==> config.mk <==
export PLATFORM = sky130hd
export DESIGN_NAME = bfp_block_encoder
export DESIGN_NICKNAME = d
export VERILOG_FILES = /design/src/rtl/bfp_block_encoder.sv
export SDC_FILE = /design/constraint.sdc
export NUM_CORES = 1
export LEC_CHECK = 0
export BUFFER_PORTS_ARGS = -buffer_cell sky130_fd_sc_hd__buf_2
export CAP_MARGIN = 20
export CORE_ASPECT_RATIO = 0.6
export CORE_MARGIN = 3
export CORE_UTILIZATION = 40
export CTS_CLUSTER_SIZE = 10
export DETAILED_ROUTE_END_ITERATION = 8
export PLACE_DENSITY_LB_ADDON = 0.05
export REMOVE_ABC_BUFFERS = 1
export SYNTH_ARGS = -nofsm -noshare
export SYNTH_HDL_FRONTEND = slang
export SYNTH_SLANG_ARGS = --single-unit
==> constraint.sdc <==
create_clock -name i_clk -period 3.8 [get_ports i_clk]
set_clock_uncertainty 0.15 [all_clocks]
set_input_delay 0.76 -clock i_clk [delete_from_list [all_inputs] [get_ports i_clk]]
set_output_delay 0.76 -clock i_clk [all_outputs]
set_load 0.1 [all_outputs]
==> src/rtl/bfp_block_encoder.sv <==
// Packs 16 bfloat16 elements into one shared exponent plus 4-bit sign-magnitude lanes.
// Latency: o_valid asserts two cycles after the cycle that accepts the 16th element.
// Backpressure: o_ready drops outside COLLECT; the block is held until i_ready. Build option: BFP_ENC_ROUND_EN.
module bfp_block_encoder #(
    parameter int N_LANES  = 16,
    parameter int EXP_W    = 8,
    parameter int IN_MAN_W = 7,
    parameter int MAG_W    = 3
) (
    input  logic                                    i_clk,
    input  logic                                    i_reset,
    input  logic                                    i_valid,
    input  logic [EXP_W+IN_MAN_W:0]                 i_data,
    output logic                                    o_ready,
    output logic                                    o_valid,
    input  logic                                    i_ready,
    output logic [EXP_W-1:0]                        o_E,
    output logic [N_LANES*(MAG_W+1)-1:0]            o_M,
    output logic [N_LANES*(MAG_W+1+EXP_W)-1:0]      o_block
);
    localparam int ELEM_W = 1 + EXP_W + IN_MAN_W;
    localparam int SIG_W  = IN_MAN_W + 1;
    localparam int LANE_W = MAG_W + 1;
    localparam int BLK_W  = 1 + EXP_W + MAG_W;
    localparam int CNT_W  = $clog2(N_LANES);

    typedef enum logic [1:0] {COLLECT, ALIGN, OUT} state_t;

    state_t                     state_q, state_d;
    logic [CNT_W-1:0]           cnt_q, cnt_d;
    logic [EXP_W-1:0]           max_q, max_d;
    logic [ELEM_W-1:0]          lane_q [N_LANES];
    logic [ELEM_W-1:0]          lane_d [N_LANES];
    logic                       valid_q, valid_d;
    logic [EXP_W-1:0]           e_q, e_d;
    logic [N_LANES*LANE_W-1:0]  m_q, m_d;
    logic [N_LANES*BLK_W-1:0]   blk_q, blk_d;

    // Shifts the significand down to the shared exponent; shifts of SIG_W or more leave zero.
    function automatic logic [MAG_W-1:0] align_mag(
        input logic [EXP_W-1:0]    exp,
        input logic [IN_MAN_W-1:0] frac,
        input logic [EXP_W-1:0]    shared_e
    );
        logic [SIG_W-1:0] sig;
        logic [SIG_W-1:0] sh;
        logic [MAG_W-1:0] top;
`ifdef BFP_ENC_ROUND_EN
        logic [MAG_W:0]   rnd;
`endif
        sig = (exp == '0) ? '0 : {1'b1, frac};
        sh  = sig >> (shared_e - exp);
        top = MAG_W'(sh >> (SIG_W - MAG_W));
`ifdef BFP_ENC_ROUND_EN
        rnd = {1'b0, top} + {{MAG_W{1'b0}}, sh[SIG_W-1-MAG_W]};
        return rnd[MAG_W] ? {MAG_W{1'b1}} : rnd[MAG_W-1:0];
`else
        return top;
`endif
    endfunction

    always_comb begin
        state_d = state_q;
        cnt_d   = cnt_q;
        max_d   = max_q;
        lane_d  = lane_q;
        valid_d = valid_q;
        e_d     = e_q;
        m_d     = m_q;
        blk_d   = blk_q;
        case (state_q)
            COLLECT: begin
                if (i_valid) begin
                    lane_d[cnt_q] = i_data;
                    if (i_data[ELEM_W-2 -: EXP_W] > max_q)
                        max_d = i_data[ELEM_W-2 -: EXP_W];
                    if (cnt_q == CNT_W'(N_LANES - 1)) begin
                        cnt_d   = '0;
                        state_d = ALIGN;
                    end else begin
                        cnt_d = cnt_q + 1'b1;
                    end
                end
            end
            ALIGN: begin
                e_d = max_q;
                for (int i = 0; i < N_LANES; i++) begin
                    m_d[i*LANE_W +: LANE_W] = {lane_q[i][ELEM_W-1],
                        align_mag(lane_q[i][ELEM_W-2 -: EXP_W], lane_q[i][IN_MAN_W-1:0], max_q)};
                    blk_d[i*BLK_W +: BLK_W] = {lane_q[i][ELEM_W-1], max_q,
                        align_mag(lane_q[i][ELEM_W-2 -: EXP_W], lane_q[i][IN_MAN_W-1:0], max_q)};
                end
                valid_d = 1'b1;
                state_d = OUT;
            end
            OUT: begin
                if (i_ready) begin
                    valid_d = 1'b0;
                    max_d   = '0;
                    state_d = COLLECT;
                end
            end
            default: state_d = COLLECT;
        endcase
    end

    always_ff @(posedge i_clk) begin
        if (i_reset) begin
            state_q <= COLLECT;
            cnt_q   <= '0;
            max_q   <= '0;
            lane_q  <= '{default: '0};
            valid_q <= 1'b0;
            e_q     <= '0;
            m_q     <= '0;
            blk_q   <= '0;
        end else begin
            state_q <= state_d;
            cnt_q   <= cnt_d;
            max_q   <= max_d;
            lane_q  <= lane_d;
            valid_q <= valid_d;
            e_q     <= e_d;
            m_q     <= m_d;
            blk_q   <= blk_d;
        end
    end

    assign o_ready = (state_q == COLLECT);
    assign o_valid = valid_q;
    assign o_E     = e_q;
    assign o_M     = m_q;
    assign o_block = blk_q;
endmodule

## After elaboration in Yosys (flattened, before gate mapping)

Cells that the tools add are included.

- Bitwise operators: 1
- Muxes and demuxes: 30
- Eq/ne operators: 7
- Reduce and logical (&&, ||, !) cells: 24
- Add/subtract/negate cells: 17
- Shift operators: 16
- $lt $le $gt $ge: 3

Operators with widths:

| kind | number |
|---|---|
| $bwmux 256 | 1 |
| $mux 8 | 19 |
| $logic_not 8->1 | 16 |
| $shr 8x8->8 | 16 |
| $sub 8x8->8 | 16 |
| $demux 16 s4 | 1 |
| $mux 16 | 1 |
| $pmux 8 s2 | 1 |
| $gt 8x8->1 | 1 |
| $mux 2 | 3 |
| $pmux 2 s3 | 1 |
| $ge 5x5->1 const B | 1 |
| $lt 5x1->1 const B | 1 |
| $not 4->5 | 1 |
| $add 4x1->4 const B | 1 |
| $eq 4x4->1 const B | 1 |
| $mux 4 | 1 |
| $ne 2x1->1 const B | 2 |
| $ne 2x2->1 const B | 2 |
| $reduce_and 2->1 | 2 |
| $reduce_and 4->1 | 1 |
| $reduce_bool 2->1 | 2 |
| $reduce_and 3->1 | 1 |
| $eq 2x1->1 const B | 1 |
| other kinds (5) | 5 |

- Flip-flop bits (word level): 535
- Output and inout bits: 266
- Bits of input ports: 20
- Logic and storage cells: 121

## Longest topological paths before layout

- Depth after elaboration: 6
- Mapped depth: 12
- Gate-level depth less buffers: 10

## Worst setup path after synthesis

OpenSTA, ideal clock, no wires.

- Path kind: reg2reg
- From: reg max_q[1]
- To: reg m_q[58], in the netlist o_M[58]
- Arrival: 3.056 ns
- Data required time: 3.585 ns
- Buffers on the path: 0
- Cell stages (with the launch flop): 8
- Period minus slack after synthesis: 3.270 ns
- Slack: 0.530 ns
- Cells stage by stage: dfxtp_1 fa_1 nand3_1 a21boi_0 o32ai_1 or3b_1 nor4_2 a32o_1

- Word-level cells in the longest chain between the ends: 2

RTL lines:

| what | RTL line | RTL |
|---|---|---|
| from (decl) | 31 | `logic [EXP_W-1:0] max_q, max_d;` |
| from (signal assigned) | 120 | `max_q <= max_d;` |
| $sub 8x8->8 | 52 | `sh = sig >> (shared_e - exp);` |
| $shr 8x8->8 | 52 |  |
| to (signal assigned) | 124 | `m_q <= m_d;` |
| to (decl) | 36 | `logic [N_LANES*LANE_W-1:0] m_q, m_d;` |

No other way between the ends.
A chain may end at the register's enable or synchronous reset.

## Worst setup path after layout

- From: reg max_q[0]
- To: reg m_q[42], in the netlist o_M[42]

The elaborated chain is that of the path after synthesis.

==> metrics.txt <==
cts repair resizes=0; routed vias=between 10000 and 15000; Synth warnings=0; CP Max Fanout=8; Worst slew margin=between 20% and 30%; status=complete, no violations; CTS sink cnt=around 260; share of the synthesized area in the top cell type=32.1%; post-synth top area cell=dfxtp_1; io pins=about 290; 1st-pass router iterations=5; Routed Antenna Nets=0; Post-Synthesis Cells=2039; overall power=between 6 and 7 mW; number of distinct library cells after synthesis=60; filler instances=roughly 4000; Worst VDD drop=0.000338 V; Total Routing Usage GR=between 20% and 30%; PD cells=~370 mW/mm2; cts hold-fix bufs=0; Final Hold Vio Count=0; share of cells above drive strength 1=between 10% and 20%; Final Instance Area=0.0179 mm2; area post-placement=0.0171 mm2; ys flop type=dfxtp_1; Reg clk slew, reported paths=around 0.060 ns; worst hold-check path type=input pin to flop; Final Max Tran Viols=0; H-Tree Depth=1; EDFF count, synth=0; CTS tree=yes; Worst-Skew Late Latency=about 0.57 ns; CTS max path bufs=3; Hold WS=between 0.2 and 0.3 ns; Area contributors post-synth=dfxtp_1, ha_1, buf_4; initial antenna violation count=0; Worst setup EP type=flop; Die Area=about 0.044 mm2; Tightest Pin Transition=roughly 1.1 ns; die width=roughly 270 um; Core Rows=56; hpwl dp=roughly 34000 um; ys async rst share=0%; Residual DRC=0; final wirelength=49100 um; RSZ-0062 raised after global routing=no; global-route wire length before repair=about 74000 um; Initial Utilization=between 40% and 50%; CTS Buf Count=30; maxcap violations=0; First DRT Iteration DRCs=between 900 and 1000; #FFs+latches synth=263; Final #Nets=2285; drt wl/cell=roughly 18 um; area delta synth->final=9.30%; Final min period=3.36 ns; Buffers on Ports=280; # setup viols final=0; critical path type=flop to flop; grt total ovfl=0; Mapped Area=about 0.016 mm2; post-synthesis sequential area ratio=about a third; period utilization=between 80% and 90%; root buffer selected by CTS=clkbuf_16; Peak Freq=roughly 0.3 GHz; largest net degree at the start of global routing=approximately 200; LEAKAGE=between 8 and 9 nW; DR vias/cell=just over 5; Req. time, crit path=~4.2 ns; vias in the first global route=around 12000; Post-CTS Setup Inserts=0; syn avg cell area=slightly above 8 um2; CORE AREA=0.0397 mm2; startpoint types=flop; GP Congestion=slightly below 0.9; height of the die=roughly 160 um; Ant. Diodes=0; Critical Path AT=~3.7 ns
stage by stage:
step | TNS (ns) | util [%] | cells | setup WS [ns]
2_1_floorplan | -1199.75 | - | 1762 | -8.34
3_3_place_gp | 0 | 43.1 | 2615 | 0.604
3_5_place_dp | 0 | 43.1 | 2615 | 0.579
4_1_cts | 0 | 45.1 | 2652 | 0.525
5_1_grt | 0 | 45.1 | 2652 | 0.314
6_report | 0 | 45.1 | 2652 | 0.443
sequential cells by signal (all words and copies together) (netlist names):
register  count
cnt_q         4
max_q         8
o_block       1
o_valid       1
o_E           7
lane_q      176
state_q       2
o_M          64
metal layers:
| layer | up-vias | wire length (um) | GRT usage [%] |
|---|---|---|---|
| li1 | 6894 | - | - |
| met1 | 6436 | 25800 | 34.3 |
| met2 | 321 | 19800 | 31.3 |
| met3 | 48 | 2590 | 3.16 |
| met4 | 0 | 831 | 3.79 |
| met5 | - | 0 | 0 |
cell usage after synthesis, types with 27 or more instances:
cell type	number
xnor2_1	33
a21oi_1	186
inv_1	156
xor2_1	41
o21ai_0	60
a22o_1	27
mux2i_1	89
buf_4	192
clkbuf_1	68
dfxtp_1	263
nand2_1	260
ha_1	124
nor2_1	177
nor4_1	35
nand2b_1	38
layout by cell type (no fill, tap or decap), types with 6 or more instances in the layout:
| cell type | instances |
|---|---|
| ha_1 | 124 |
| or4_1 | 6 |
| nand4_1 | 15 |
| or2_2 | 7 |
| dfxtp_1 | 262 |
| nand3_1 | 16 |
| o31ai_1 | 22 |
| nor2b_1 | 16 |
| nand2_1 | 260 |
| clkbuf_16 | 31 |
| buf_4 | 47 |
| nand2b_1 | 38 |
| nor3_1 | 24 |
| o21ai_0 | 60 |
| o211ai_1 | 7 |
| xnor2_1 | 33 |
| o21ai_1 | 9 |
| nor4_1 | 35 |
| fa_1 | 16 |
| a21o_1 | 26 |
| o22ai_1 | 22 |
| a22o_1 | 27 |
| nor2_1 | 175 |
| a21oi_1 | 186 |
| a211oi_1 | 14 |
| buf_2 | 279 |
| mux2i_1 | 89 |
| xor2_1 | 41 |
| o21a_1 | 11 |
| inv_1 | 156 |
power breakdown:
part / internal, mW / switching, mW
Clock: 1.46 / 1.15
Sequential: 2.79 / 0.0319
Combinational: 0.489 / 0.751
worst max-delay path, stage by stage (launching register included):
cell and delay (ns):
dfxtp_1 0.35, inv_1 0.43, buf_4 0.38, ha_1 0.22, inv_1 0.06, fa_1 0.40, a21o_1 0.20, a21oi_1 0.18
xnor2_1 0.08, nor4_1 0.59, a32o_1 0.25
path summary, 6_finish.rpt:
check	cells past startpoint	slack [ns]	from	endpoint
min	2	0.30	i_ready	o_valid
min reg2reg	2	0.30	lane_q[127]	o_M[35]
max	10	0.44	max_q[0]	o_M[42]
max reg2reg	10	0.44	max_q[0]	o_M[42]
kinds of logic after synthesis:
family,share of synthesized area (%)
multiplexers,5.57
buffers and inverters,14.5
XOR/XNOR,3.95
AND/OR/NAND/NOR,16.5
flip-flops,32.1
adder cells (fa/ha/maj),11.4
AO/OA/AOI/OAI,15.9
layout make-up:
| type | count | area [um2] | area share, % |
|---|---|---|---|
| Sequential cell | 263 | 5270 | 29.4 |
| Tap cell | 522 | 653 | 3.64 |
| Clock buffer | 37 | 808 | 4.51 |
| Timing Repair Buffer | 331 | 1840 | 10.3 |
| Inverter | 157 | 589 | 3.29 |
| Multi-Input combinational cell | 1342 | 8770 | 48.9 |
(Power assumes the default switching activity.)
